[src/rtl/ifetch_axi_lite_master.sv]
// Instruction-fetch AXI4-Lite read initiator.
// One fetch in flight at a time: request -> AR -> R -> held response.
// A flush kills the outstanding or held fetch; an in-flight AXI read still
// completes but its beat is dropped. A sticky timeout flag aids bring-up.
module ifetch_axi_lite_master #(
    parameter int unsigned ADDR_WIDTH     = 32,
    parameter int unsigned DATA_WIDTH     = 32,
    parameter int unsigned TIMEOUT_CYCLES = 256
) (
    input  logic                  clk,
    input  logic                  resetn,
    // core fetch request
    input  logic                  i_req_valid,
    output logic                  o_req_ready,
    input  logic [ADDR_WIDTH-1:0] i_req_addr,
    input  logic                  i_flush,
    // core fetch response
    output logic                  o_rsp_valid,
    input  logic                  i_rsp_ready,
    output logic [DATA_WIDTH-1:0] o_rsp_instr,
    output logic [ADDR_WIDTH-1:0] o_rsp_addr,
    output logic                  o_timeout,
    // AXI4-Lite read channels
    output logic [ADDR_WIDTH-1:0] o_axi_araddr,
    output logic                  o_axi_arvalid,
    input  logic                  i_axi_arready,
    input  logic [DATA_WIDTH-1:0] i_axi_rdata,
    input  logic                  i_axi_rvalid,
    output logic                  o_axi_rready
);

    typedef enum logic [1:0] {
        S_IDLE = 2'd0,
        S_AR   = 2'd1,
        S_R    = 2'd2,
        S_RSP  = 2'd3
    } state_t;

    localparam int unsigned CNT_W = (TIMEOUT_CYCLES < 2) ? 1 : $clog2(TIMEOUT_CYCLES + 1);
    localparam logic [CNT_W-1:0]      CNT_MAX    = CNT_W'(TIMEOUT_CYCLES);
    localparam logic                  TMO_EN     = (TIMEOUT_CYCLES != 0);
    localparam logic [ADDR_WIDTH-1:0] ALIGN_MASK = ~ADDR_WIDTH'(3);

    state_t                state_q, state_d;
    logic [ADDR_WIDTH-1:0] araddr_q, araddr_d;
    logic                  arvalid_q, arvalid_d;
    logic                  rready_q, rready_d;
    logic                  rsp_valid_q, rsp_valid_d;
    logic [DATA_WIDTH-1:0] instr_q, instr_d;
    logic [ADDR_WIDTH-1:0] rsp_addr_q, rsp_addr_d;
    logic                  discard_q, discard_d;
    logic [CNT_W-1:0]      cnt_q, cnt_d;
    logic                  timeout_q, timeout_d;
    logic                  in_bus_wait;

    assign in_bus_wait = (state_q == S_AR) || (state_q == S_R);

    // State and datapath registers
    always_ff @(posedge clk or negedge resetn) begin
        if (!resetn) begin
            state_q     <= S_IDLE;
            araddr_q    <= '0;
            arvalid_q   <= 1'b0;
            rready_q    <= 1'b0;
            rsp_valid_q <= 1'b0;
            instr_q     <= '0;
            rsp_addr_q  <= '0;
            discard_q   <= 1'b0;
            cnt_q       <= '0;
            timeout_q   <= 1'b0;
        end else begin
            state_q     <= state_d;
            araddr_q    <= araddr_d;
            arvalid_q   <= arvalid_d;
            rready_q    <= rready_d;
            rsp_valid_q <= rsp_valid_d;
            instr_q     <= instr_d;
            rsp_addr_q  <= rsp_addr_d;
            discard_q   <= discard_d;
            cnt_q       <= cnt_d;
            timeout_q   <= timeout_d;
        end
    end

    // Fetch sequencing: next state and next register values
    always_comb begin
        state_d     = state_q;
        araddr_d    = araddr_q;
        arvalid_d   = arvalid_q;
        rready_d    = rready_q;
        rsp_valid_d = rsp_valid_q;
        instr_d     = instr_q;
        rsp_addr_d  = rsp_addr_q;
        discard_d   = discard_q;

        case (state_q)
            S_IDLE: begin
                // flush has nothing to kill here; a same-cycle request is taken
                if (i_req_valid) begin
                    araddr_d   = i_req_addr & ALIGN_MASK;
                    rsp_addr_d = i_req_addr & ALIGN_MASK;
                    arvalid_d  = 1'b1;
                    state_d    = S_AR;
                end
            end
            S_AR: begin
                if (i_flush) begin
                    discard_d = 1'b1;
                end
                if (i_axi_arready) begin
                    arvalid_d = 1'b0;
                    rready_d  = 1'b1;
                    state_d   = S_R;
                end
            end
            S_R: begin
                if (i_flush) begin
                    discard_d = 1'b1;
                end
                if (i_axi_rvalid) begin
                    instr_d  = i_axi_rdata;
                    rready_d = 1'b0;
                    if (discard_q || i_flush) begin
                        discard_d = 1'b0;
                        state_d   = S_IDLE;
                    end else begin
                        rsp_valid_d = 1'b1;
                        state_d     = S_RSP;
                    end
                end
            end
            S_RSP: begin
                if (i_rsp_ready || i_flush) begin
                    rsp_valid_d = 1'b0;
                    state_d     = S_IDLE;
                end
            end
            default: begin
                state_d = S_IDLE;
            end
        endcase
    end

    // Saturating bus-wait counter and sticky timeout flag
    always_comb begin
        cnt_d     = cnt_q;
        timeout_d = timeout_q;
        if (state_d == S_IDLE) begin
            cnt_d = '0;
        end else if (in_bus_wait && (cnt_q != CNT_MAX)) begin
            cnt_d = cnt_q + CNT_W'(1);
        end
        if (TMO_EN && in_bus_wait && (cnt_d == CNT_MAX)) begin
            timeout_d = 1'b1;
        end
    end

    assign o_req_ready   = (state_q == S_IDLE);
    assign o_rsp_valid   = rsp_valid_q;
    assign o_rsp_instr   = instr_q;
    assign o_rsp_addr    = rsp_addr_q;
    assign o_timeout     = timeout_q;
    assign o_axi_araddr  = araddr_q;
    assign o_axi_arvalid = arvalid_q;
    assign o_axi_rready  = rready_q;

endmodule
[config.mk]
export PLATFORM = sky130hd
export DESIGN_NAME = ifetch_axi_lite_master
export DESIGN_NICKNAME = d
export VERILOG_FILES = /design/src/rtl/ifetch_axi_lite_master.sv
export SDC_FILE = /design/constraint.sdc
export NUM_CORES = 1
export LEC_CHECK = 0
export ABC_AREA = 1
export BUFFER_PORTS_ARGS = -buffer_cell sky130_fd_sc_hd__buf_4
export CAP_MARGIN = 20
export CORE_MARGIN = 2
export CORE_UTILIZATION = 40
export DETAILED_ROUTE_END_ITERATION = 10
export GPL_TIMING_DRIVEN = 0
export HOLD_SLACK_MARGIN = 0.08
export PLACE_DENSITY = 0.73
export SKIP_CTS_REPAIR_TIMING = 1
export SYNTH_ARGS = -nofsm -noshare
export SYNTH_HDL_FRONTEND = slang
export SYNTH_SLANG_ARGS = --single-unit
export TNS_END_PERCENT = 30
[constraint.sdc]
create_clock -name clk -period 1.8 [get_ports clk]
set_clock_uncertainty 0.1 [all_clocks]
set_input_delay 0.09 -clock clk [delete_from_list [all_inputs] [get_ports clk]]
set_output_delay 0.09 -clock clk [all_outputs]
set_load 0.03 [all_outputs]
After elaboration in Yosys (flattened, before gate mapping)
Cells that the tools add are included.
- bits in registers: 78
- output and inout port bits: 101
- input bits: 71
- reduce and logical (&&, ||, !) cells: 15
- add/sub/neg operators: 1
- equality and inequality tests: 10
- muxes and demuxes: 22
- operators with widths (operator ; number):
    two-way mux 9 bit ; 2
    two-way mux 1 bit ; 10
    two-way mux 2 bit ; 5
    inequality test 2 bit (second input constant) ; 5
    adder 9 x 1 -> 9 bit (second input constant) ; 1
    == test 9 bit (second input constant) ; 1
    inequality test 9 bit (second input constant) ; 1
    case mux 1 bit (2 select lines) ; 4
    case mux 2 bit (4 select lines) ; 1
    AND reduction 3 bit ; 2
    nonzero test 2 bit ; 3
    == test 2 bit (second input constant) ; 2
    zero test 2 bit ; 2
    AND reduction 2 bit ; 2
    AND reduction 4 bit ; 1
    logical OR 1 bit ; 3
    == test 2 x 1 -> 1 bit (second input constant) ; 1
    logical AND 1 bit ; 2

Longest topological paths before layout
- depth after elaboration: 8
- depth in mapped cells: 15
- depth with buffers taken out: 15

Least setup slack after synthesis
OpenSTA, ideal clock, no wires.
- kind: register to register
- from: register state_q[1]
- to: register timeout_q, in the netlist o_timeout
- setup time: 117 ps
- arrival: 1807 ps
- clock period less this slack: 2024 ps
- cell stages (with the launch flop): 13
- data required time: 1583 ps
- slack: -224 ps
- cells stage by stage: dfrtp_1 > inv_1 > ha_1 > inv_2 > or2_4 > nor2_2 > inv_2 > nand2_4 > nor2_8 > nor2_2 > nor2_1 > nand3_1 > nand2_1
- elaborated cells between the ends (all ways): 16
- RTL lines (element ; line ; text):
    start: declaration ; 44 ; state_t state_q, state_d;
    start signal: assignment ; 72 ; state_q <= state_d;
    zero test 2 bit ; n/a ;
    named net o_req_ready ; 14 ; output logic o_req_ready,
    case mux 2 bit (4 select lines) ; 96 ; case (state_q)
    named net state_d[1] ; 44 ;
    zero test 2 bit ; 148 ; if (state_d == S_IDLE) begin
    two-way mux 9 bit ; 148 ;
    named net cnt_d[2] ; 52 ; logic [CNT_W-1:0] cnt_q, cnt_d;
    == test 9 bit ; 153 ; if (TMO_EN && in_bus_wait && (cnt_d == CNT_MAX)) begin
    logical AND 1 bit ; 153 ;
    end signal: assignment ; 81 ; timeout_q <= timeout_d;
    end: declaration ; 53 ; logic timeout_q, timeout_d;
The timed path passes the listed nets, and every way through them passes these cells.
A chain may end at the register's enable or synchronous reset.

Worst setup path after layout
- from: register state_q[1]
- to: register timeout_q, in the netlist o_timeout
- elaborated cells between the ends (all ways): 16
- RTL lines (element ; line):
    == test 2 bit (tied with other cells) ; 96
    case mux 2 bit (4 select lines) (*) ; 96
    named net state_d[1] ; 44
    zero test 2 bit (*) ; 148
    two-way mux 9 bit (*) ; 148
    == test 9 bit (*) ; 153
    logical AND 1 bit (*) ; 153
Mark *: on every way through the listed nets, which the timed path passes. The rest lies on a longest branch.

==> impl_metrics.ini <==
[worst_setup_path]
r2r_end = o_timeout
critical_path.max_fanout = 4
cp.arrival_ns = 2.11
reg2regPathDepth = 13
r2r-start = state_q[1]
required_ns = 1.99
worstPathCellList = buf_4 -> ha_4 -> inv_2 -> nor2_1 -> nand2_1 -> nand2_2 -> nand2_2 -> nand2_4 -> o21ai_2 -> nand2_1 -> nor2_2 -> nand3_1 -> nand2_1
crit_path_end_kind = register
r2r_slack_ns = -0.12
max_stage_delay_ns = 0.45
cpMaxStageDelayCell = dfrtp_2
startpoint = state_q[1]
worstSetupStartpointType = register
critPathKind = reg2reg
cpMostUsedCell = nand2_1
cp-endpoint = o_timeout

[power_and_ir_drop]
p_sw_mw = 5.46
p_per_area_nw_per_um2 = 1970
clkPwrFrac = 0.119
seqPwrFrac = 0.258
p_comb_frac = 0.623
p_total_mw = 12.2
peakVddDrop_v = 0.00102
p_int_mw = 6.69
p_leak_nw = 3.07
p_sw_frac = 0.450

[floorplan]
rows = 35
die_h_um = 101
chipWidth_um = 101
ios = 172
die-area_um2 = 10100
core_area_um2 = 9150
initial_core_util = 0.407

[yosys]
ys_seq_area_frac = 0.524
yosysMostFrequentCell = dfrtp_1
yosysWarningCount = 0
netlist_top_cells_count = dfrtp_1, mux2_2, nand2_1, buf_4, inv_1
yosysUniqueCellTypes = 29
syn_area_um2 = 3730
synth_area_leaders = dfrtp_1, mux2_2, buf_4
synthCells = 334
avgSynthCellArea_um2 = 11.2
synth_top_area_frac = 0.524
synth_ff_type = dfrtp_1
synth-seq-cells = 78
synth_top_cell_by_area = dfrtp_1
synth_edf_count = 0
ys_async_sr_fraction = 1.00

[sta]
holdWs_ns = 0.0663
finalHoldViolCount = 0
setup_viol = 1
finalSetupTns_ns = -0.119
drv_slew = 0
fmax_ghz = 0.521
grt_setup_unrepaired = true
relSlewSlack = 0.343
tightestPinTransition_ns = 0.985
fin_crit_ns = 1.92
fin_ws_ns = -0.119
period_share = 1.07

[job]
maxCapViolCount = 0

[grt]
grt-ovfl-total = 0
grt_max_degree = 79
grt_pass1_vias = 2903
antenna_found_initial = 0
grt_pass1_wl_um = 13300
grtUsageTotal = 0.167

[place]
gp_congestion = 0.797
dp_slack_ns = -0.227
dpl.hpwl_um = 6450
dp.cells = 613
dpl_cell_area_um2 = 5130
portBuffers = 165

[cts]
clk_pin_slew_ns = 0.08
cts_made_buffers = 9
clk_latency_ns = 0.35
cts_tree = done
clockRootBuffer = clkbuf_8
clockBufferDepth = 2
htree_levels = 3
clock-sinks = 78

[finish]
num-fill-cells = 683
fin_nets = 662
area_growth_pct = 65.4
layout-drive-gt1-share = 0.568
antennaDiodeCount = 0
final_cells = 701
utilization = 0.674
fin_area_um2 = 6160

[hold_path]
worstHoldPathType = in2reg
worstHoldStart = i_axi_arready

[detailed_routing]
detail_route.drc_violations = 0
ant_nets = 0
routedWlPerCell_um = 14.1
num_vias = 3196
drtPass1Iterations = 4
vias_per_cell = 4.56
drt_iter0_drc = 97
totalWireLength_um = 9880

[status]
status = finished with violations
violations = negative setup slack
-- state kept, by name, summed over array words and instances (netlist names), 2 cells and up --
register / count
o_rsp_instr: 32
o_rsp_addr: 30
cnt_q: 9
state_q: 2
-- kinds of logic (layout without fill, tap and decap cells) --
kind of cell	count (synthesis)	count (layout)	share of synthesized area
buffers and inverters	68	321	0.105
XOR/XNOR	2	2	0.00672
AO/OA/AOI/OAI	18	18	0.0289
adder cells (fa/ha/maj)	6	6	0.0201
other	1	4	0.00101
multiplexers	62	62	0.187
AND/OR/NAND/NOR	99	99	0.127
flip-flops	78	78	0.524
-- layout by cell type, fill, tap and decap left out, types with 2 or more instances in the layout --
cell           instances
mux2_2                62
o21ai_2                2
nand2_2                6
nand2_8                3
inv_2                  8
bufinv_16              2
clkbuf_1               2
ha_4                   3
conb_1                 4
dfrtp_2                3
ha_1                   2
nand2_4                4
buf_2                  3
dfrtp_1               75
inv_4                  4
nor2_1                14
clkinv_2               2
inv_1                 16
buf_4                208
o21ai_0                9
clkbuf_8              10
nor2_2                 5
nand2_1               53
dlygate4sd3_1         66
nand3_1                8
a21oi_2                3
-- critical path: cells and delay by family (launching register included) --
kind	cells	cell delay, ns
and+or+nand+nor	9	0.73
DFF	1	0.45
buffers and inverters	2	0.24
AOI/OAI and AO/OA	1	0.15
adders and majority gates	1	0.19
-- per-layer routing --
metal / wire [um] / GRT usage / share of wire / vias up
met2: 5140 / 0.290 / 0.52 / 136
met5: 0 / 0 / 0 / -
met4: 134 / 0.0611 / 0.014 / 0
met3: 759 / 0.0617 / 0.077 / 11
met1: 3850 / 0.188 / 0.39 / 1506
li1: - / - / - / 1543
-- layout make-up --
type,count,area (um2),share of cell area
multi-input cells,191,1500,0.244
repair buffers,237,1940,0.315
well taps,111,139,0.0225
flip-flops and latches,78,1960,0.317
inverters,28,115,0.0187
clock buffers,12,145,0.0235
plain buffers,40,293,0.0475
clock inverters,4,70.1,0.0114
-- power by group through the flow --
stage / Combinational [mW] / Clock, mW / Sequential (mW)
global placement: 6.96 / 0 / 3.08
floorplan: 3.31 / 0 / 4.52
finish: 7.57 / 1.44 / 3.14
global route: 7.99 / 1.56 / 3.26
CTS: 7.08 / 1.46 / 3.11
detailed placement: 7.08 / 0 / 3.14
-- how the worst min path moves through the flow --
stage / slack, ns / endpoint / cells after the start
after floorplan: -0.31 / cnt_q[0] / 0
after global placement: 0.21 / o_rsp_instr[10] / 1
after detailed placement: 0.21 / o_rsp_instr[10] / 1
after CTS: -0.17 / o_rsp_instr[10] / 1
after global routing: 0.08 / o_rsp_valid / 6
final: 0.07 / o_axi_arvalid / 6
Power figures use the tool's default switching activity.
